`config.mk`:
```
export PLATFORM = sky130hd
export DESIGN_NAME = scan_capture
export DESIGN_NICKNAME = d
export VERILOG_FILES = /design/src/rtl/scan_capture.sv
export SDC_FILE = /design/constraint.sdc
export NUM_CORES = 1
export LEC_CHECK = 0
export CAP_MARGIN = 20
export CORE_MARGIN = 4
export CORE_UTILIZATION = 50
export CTS_BUF_LIST = sky130_fd_sc_hd__clkbuf_16
export CTS_CLUSTER_SIZE = 8
export DETAILED_ROUTE_END_ITERATION = 10
export PLACE_DENSITY = 0.77
export SLEW_MARGIN = 15
export SYNTH_ARGS = -nofsm -noshare
export SYNTH_HDL_FRONTEND = slang
export SYNTH_SLANG_ARGS = --single-unit
```
`constraint.sdc`:
```
create_clock -name CLOCK_50 -period 6.3 [get_ports CLOCK_50]
set_clock_uncertainty 0.15 [all_clocks]
set_input_delay 0.63 -clock CLOCK_50 [delete_from_list [all_inputs] [get_ports CLOCK_50]]
set_output_delay 0.63 -clock CLOCK_50 [all_outputs]
set_load 0.03 [all_outputs]
```
`src/rtl/scan_capture.sv`:
```
// Receive side of the 5x7 LED-matrix scan link: synchronises row/column lines,
// captures one column word per settled one-hot row and publishes whole 35-bit frames.
module scan_capture #(
    parameter int unsigned SETTLE      = 16,
    parameter int unsigned TIMEOUT     = 1_000_000,
    parameter bit          ROW_ACT_LOW = 1'b0,
    parameter bit          COL_ACT_LOW = 1'b0
) (
    input  logic        CLOCK_50,
    input  logic        rst_n,
    input  logic [4:0]  row,
    input  logic [6:0]  column,
    output logic [34:0] ens_out,
    output logic        frame_valid,
    output logic        scan_active,
    output logic        row_err
);

    localparam int unsigned ROWS   = 5;
    localparam int unsigned COLS   = 7;
    localparam int unsigned IDX_W  = 3;
    localparam int unsigned CNT_W  = 3;
    localparam int unsigned STAB_W = $clog2(SETTLE + 1);
    localparam int unsigned IDLE_W = $clog2(TIMEOUT + 1);

    typedef enum logic [1:0] {
        ST_IDLE,
        ST_SETTLE,
        ST_HOLD
    } state_t;

    state_t                   r_state;
    state_t                   w_state_nxt;
    logic [ROWS-1:0]          r_row_s1;
    logic [ROWS-1:0]          r_row_s2;
    logic [COLS-1:0]          r_col_s1;
    logic [COLS-1:0]          r_col_s2;
    logic [ROWS-1:0]          r_cur;
    logic [ROWS-1:0]          w_cur_nxt;
    logic [STAB_W-1:0]        r_stab_cnt;
    logic [STAB_W-1:0]        w_stab_nxt;
    logic [IDLE_W-1:0]        r_idle_cnt;
    logic [ROWS-1:0]          r_seen;
    logic [COLS-1:0]          r_shadow [ROWS];
    logic                     r_multi_d;

    logic [ROWS-1:0]          w_rs;
    logic [COLS-1:0]          w_cs;
    logic [CNT_W-1:0]         w_ones;
    logic [IDX_W-1:0]         w_idx;
    logic                     w_valid;
    logic                     w_multi;
    logic                     w_capture;
    logic [ROWS-1:0]          w_seen_upd;
    logic                     w_frame_done;
    logic                     w_timeout;
    logic [ROWS*COLS-1:0]     w_frame;

    // Two-flop synchronisers for the asynchronous scanner lines
    always_ff @(posedge CLOCK_50 or negedge rst_n) begin
        if (!rst_n) begin
            r_row_s1 <= '0;
            r_row_s2 <= '0;
            r_col_s1 <= '0;
            r_col_s2 <= '0;
        end else begin
            r_row_s1 <= row;
            r_row_s2 <= r_row_s1;
            r_col_s1 <= column;
            r_col_s2 <= r_col_s1;
        end
    end

    assign w_rs = r_row_s2 ^ {ROWS{ROW_ACT_LOW}};
    assign w_cs = r_col_s2 ^ {COLS{COL_ACT_LOW}};

    // Row classification: population count and index of the (last) set bit
    always_comb begin
        w_ones = '0;
        w_idx  = '0;
        for (int i = 0; i < ROWS; i++) begin
            if (w_rs[i]) begin
                w_ones = w_ones + CNT_W'(1);
                w_idx  = IDX_W'(i);
            end
        end
    end

    assign w_valid = (w_ones == CNT_W'(1));
    assign w_multi = (w_ones > CNT_W'(1));

    always_ff @(posedge CLOCK_50 or negedge rst_n) begin
        if (!rst_n) begin
            r_state <= ST_IDLE;
        end else begin
            r_state <= w_state_nxt;
        end
    end

    // Next-state: settle count runs while the row is stable, one capture per dwell
    always_comb begin
        w_state_nxt = r_state;
        w_stab_nxt  = r_stab_cnt;
        w_cur_nxt   = r_cur;
        w_capture   = 1'b0;
        case (r_state)
            ST_IDLE: begin
                if (w_valid) begin
                    w_state_nxt = ST_SETTLE;
                    w_stab_nxt  = STAB_W'(1);
                    w_cur_nxt   = w_rs;
                end
            end
            ST_SETTLE: begin
                if (w_rs == r_cur) begin
                    if (r_stab_cnt == STAB_W'(SETTLE)) begin
                        w_capture   = 1'b1;
                        w_state_nxt = ST_HOLD;
                    end else begin
                        w_stab_nxt = r_stab_cnt + STAB_W'(1);
                    end
                end else if (w_valid) begin
                    w_state_nxt = ST_SETTLE;
                    w_stab_nxt  = STAB_W'(1);
                    w_cur_nxt   = w_rs;
                end else begin
                    w_state_nxt = ST_IDLE;
                end
            end
            ST_HOLD: begin
                if (w_rs != r_cur) begin
                    if (w_valid) begin
                        w_state_nxt = ST_SETTLE;
                        w_stab_nxt  = STAB_W'(1);
                        w_cur_nxt   = w_rs;
                    end else begin
                        w_state_nxt = ST_IDLE;
                    end
                end
            end
            default: begin
                w_state_nxt = ST_IDLE;
            end
        endcase
    end

    // Frame assembly including the capture being made this cycle
    always_comb begin
        w_seen_upd = r_seen;
        w_frame    = '0;
        for (int r = 0; r < ROWS; r++) begin
            if (w_capture && (w_idx == IDX_W'(r))) begin
                w_seen_upd[r]            = 1'b1;
                w_frame[r*COLS +: COLS]  = w_cs;
            end else begin
                w_frame[r*COLS +: COLS]  = r_shadow[r];
            end
        end
    end

    assign w_frame_done = w_capture && (w_seen_upd == {ROWS{1'b1}});
    assign w_timeout    = (r_idle_cnt == IDLE_W'(TIMEOUT));

    always_ff @(posedge CLOCK_50 or negedge rst_n) begin
        if (!rst_n) begin
            r_stab_cnt  <= '0;
            r_cur       <= '0;
            r_idle_cnt  <= '0;
            r_seen      <= '0;
            r_multi_d   <= 1'b0;
            ens_out     <= '0;
            frame_valid <= 1'b0;
            scan_active <= 1'b0;
            row_err     <= 1'b0;
            for (int r = 0; r < ROWS; r++) begin
                r_shadow[r] <= '0;
            end
        end else begin
            r_stab_cnt  <= w_stab_nxt;
            r_cur       <= w_cur_nxt;
            r_multi_d   <= w_multi;
            row_err     <= w_multi & ~r_multi_d;
            frame_valid <= 1'b0;
            for (int r = 0; r < ROWS; r++) begin
                if (w_capture && (w_idx == IDX_W'(r))) begin
                    r_shadow[r] <= w_cs;
                end
            end
            if (w_capture) begin
                r_idle_cnt <= '0;
            end else if (!w_timeout) begin
                r_idle_cnt <= r_idle_cnt + IDLE_W'(1);
            end
            // A capture always takes priority over the idle timeout
            if (w_frame_done) begin
                ens_out     <= w_frame;
                frame_valid <= 1'b1;
                scan_active <= 1'b1;
                r_seen      <= '0;
            end else if (w_capture) begin
                r_seen <= w_seen_upd;
            end else if (w_timeout) begin
                scan_active <= 1'b0;
                r_seen      <= '0;
            end
        end
    end

endmodule

```
==> results.md <==
* Commonest non-fill, non-tap cell in the layout: dfrtp_1
* Synth-to-layout area growth at 21.3%
* Status: finished clean
* Final Hold Vio Count at 0
* Slowest-stage cell, CP: or4_1
* Top Ports at 52
* Core Region at 11000 sq um
* Ys async rst share at 1.00
* Clock root buffer: clkbuf_16
* Layout cells sized above 1 at 0.217
* Setup_tns at 0 ps
* Final setup viols at 0
* Drt initial violations at 120
* Slew @ Worst Pin at 1000 ps
* Switch Pwr at 0.511 mW
* YS warnings at 0
* Vias post-DR at 3570
* Clock transition at the registers of the reported paths at 60 ps
* R2r setup slk at 2310 ps
* H-Tree Depth at 4
* Chip width at 115 um
* Commonest non-fill, non-tap cells in the layout: 135 x dfrtp_1, 55 x mux2_2, 50 x clkdlybuf4s50_1
* Seq pwr share at 0.450
* Gate power share at 0.071
* Avg Cell Area, Syn at 13.1 sq um
* Worst setup EP type: flip-flop
* Final ANT Viol Nets at 0
* Sw frac at 0.248
* DRC Markers at 0
* Post-CTS Setup Repair Bufs at 0
* CTS Hold Bufs at 0
* Detailed placement HPWL at 7400 um
* Post-synth EDFFs at 0
* Post-synthesis sequential area ratio at 0.591
* GPL Wtd Cong at 0.800
* Diodes inserted at 0
* Vias in the first global route at 3824
* Commonest register cell after synthesis: dfrtp_1
* Die height at 115 um
* Syn Nets at 459
* PD cells at 298 nW/um^2
* Die Area at 13200 sq um
* Avg WL per Cell at 17.9 um
* Crit-path cells: xnor2_1, nand4_1, or4_1, a211oi_4, buf_4, mux2_2
* Lkg Pwr at 3.15 nW
* Sequential cell area at 3380 sq um
* Critical Path RT at 6440 ps
* Crit path kind: flip-flop to flip-flop
* CTS tree: done
* Starting density of the core at 0.518
* Crit path DAT at 4130 ps
* Port Buffers at 51
* Achievable Freq at 251 MHz
* CP Max Fanout at 32
* Slew Limit Fails at 0
* Clk Latency, worst-skew pair at 410 ps
* Max-cap violations at 0
* CP peak stage delay at 1020 ps
* Post_cts resized at 0
* Synth Register Bits at 135
* Slew HR at 0.325
* Worst path bufs/invs at 1
* Largest net degree at the start of global routing at 74
* Detailed-route vias per instance at 5.53
* CP Launch Type: flip-flop
* Num rows at 38
* Fillers at 849
* Gate Count Post-Synth at 435
* Clock power share at 0.479
* Minimum clock period at 3990 ps
* Internal power at 1.55 mW
* Gr usage total at 0.190
* Multi-input gate area at 2200 sq um
* Synth unique cells at 54
* Layout Nets at 517
* Initial antenna violation count at 0
* Post-Syn Area at 5710 sq um
* Maximum root-to-sink buffer count at 2
* Fin crit share at 0.633
* Cts bufs inserted at 17
* First drt pass iteration count at 4
* Post-layout util at 0.628
* Routed WL at 11600 um
* CTS sink count at 135
* Worst hold path type: input port to async pin
* Unrepaired setup endpoints after global routing: false
* Total gr overflow at 0
* Final Power at 2.06 mW
* First-pass GRT wire length at 19500 um
* Worst-case vdd ir drop at 0.190 mV
* Critical path's top delay family: simple AND/OR/NAND/NOR gates
==> synth_stat cells, types with 2 or more instances <==
cell        n  share of area
nand4_1     6         0.0066
o21ai_0    15          0.013
nor4_1      7         0.0077
nand2_1    16          0.011
or4bb_1     2         0.0039
and4_1      3         0.0046
nor2b_1     5         0.0055
xor2_1      9          0.014
inv_1      11         0.0072
nand3b_1    3         0.0039
nand3_1    12          0.011
or2_2       2         0.0022
a21oi_1    11         0.0096
nor2_1     29          0.019
and3_1      3         0.0033
and2_1      3         0.0033
o22a_1     14          0.021
nor3_1      6         0.0053
a211oi_1    2         0.0026
clkbuf_1    5         0.0033
a31o_2      2         0.0031
mux2_4     10          0.026
nand2b_1    5         0.0055
mux2i_1     2         0.0035
dfrtp_1   135           0.59
buf_2       7         0.0061
buf_6       3         0.0059
xnor2_1    16          0.025
or3_1       3         0.0033
mux2_2     55           0.11
ha_1       10          0.022
==> layer usage <==
layer,wire length [um],part of all wire,track usage,vias up
met1,5280,0.46,0.252,1777
li1,-,-,-,1681
met2,5640,0.49,0.304,96
met4,171,0.015,0.0634,0
met5,0,0,0,-
met3,485,0.042,0.0542,16
==> worst paths after layout <==
check	start	depth (start not counted)	end
max reg2reg	r_row_s2[2]	6	ens_out[33]
max in group asynchronous	rst_n	2	r_col_s1[6]
min in group CLOCK_50	r_col_s1[0]	0	r_col_s2[0]
min reg2reg	r_col_s1[0]	0	r_col_s2[0]
min	rst_n	1	r_multi_d
max	r_row_s2[2]	6	ens_out[33]
==> registers in the layout, indices dropped and copies added (netlist names) <==
name         count
r_idle_cnt      20
r_row_s1         5
r_multi_d        1
r_seen           5
r_cur            5
r_state          2
row_err          1
frame_valid      1
r_row_s2         5
r_col_s2         7
scan_active      1
r_stab_cnt       5
r_shadow        35
r_col_s1         7
ens_out         35
==> cell type report <==
class	instances	area share
clock buffer	17	0.0614
tap	140	0.0253
multi-input combinational	273	0.318
clock inverter	15	0.0244
timing repair buffer	55	0.0778
inverter	11	0.00596
sequential	135	0.487
==> kinds of logic (layout without fill, tap and decap cells) <==
logic type | after synthesis | in the layout | share of synthesized area
flip-flops | 135 | 135 | 0.591
buffers and inverters | 27 | 98 | 0.0232
XOR/XNOR | 28 | 28 | 0.0493
AND/OR/NAND/NOR | 111 | 111 | 0.105
multiplexers | 67 | 67 | 0.138
adder cells (fa/ha/maj) | 10 | 10 | 0.0219
AO/OA/AOI/OAI | 57 | 57 | 0.0709
==> metrics by stage <==
stage | std cells | hold WS [ps] | setup WS, ps | area, sq um
6_report | 646 | 36.5 | 2310 | 6930
5_1_grt | 646 | 71.2 | 2150 | 6930
4_1_cts | 646 | 49.0 | 2350 | 6930
3_5_place_dp | 614 | 185 | 2470 | 6340
3_3_place_gp | 613 | 183 | 2610 | 6330
2_1_floorplan | 435 | 181 | 3190 | 5710
==> power groups by stage <==
stage	logic, mW	registers, mW	clock network, mW
6_report	0.146	0.929	0.988
5_1_grt	0.162	0.932	1.04
4_1_cts	0.147	0.928	1.00
3_5_place_dp	0.145	0.944	0
3_3_place_gp	0.137	0.942	0
2_1_floorplan	0.0966	0.937	0
(Power assumes the default switching activity.)
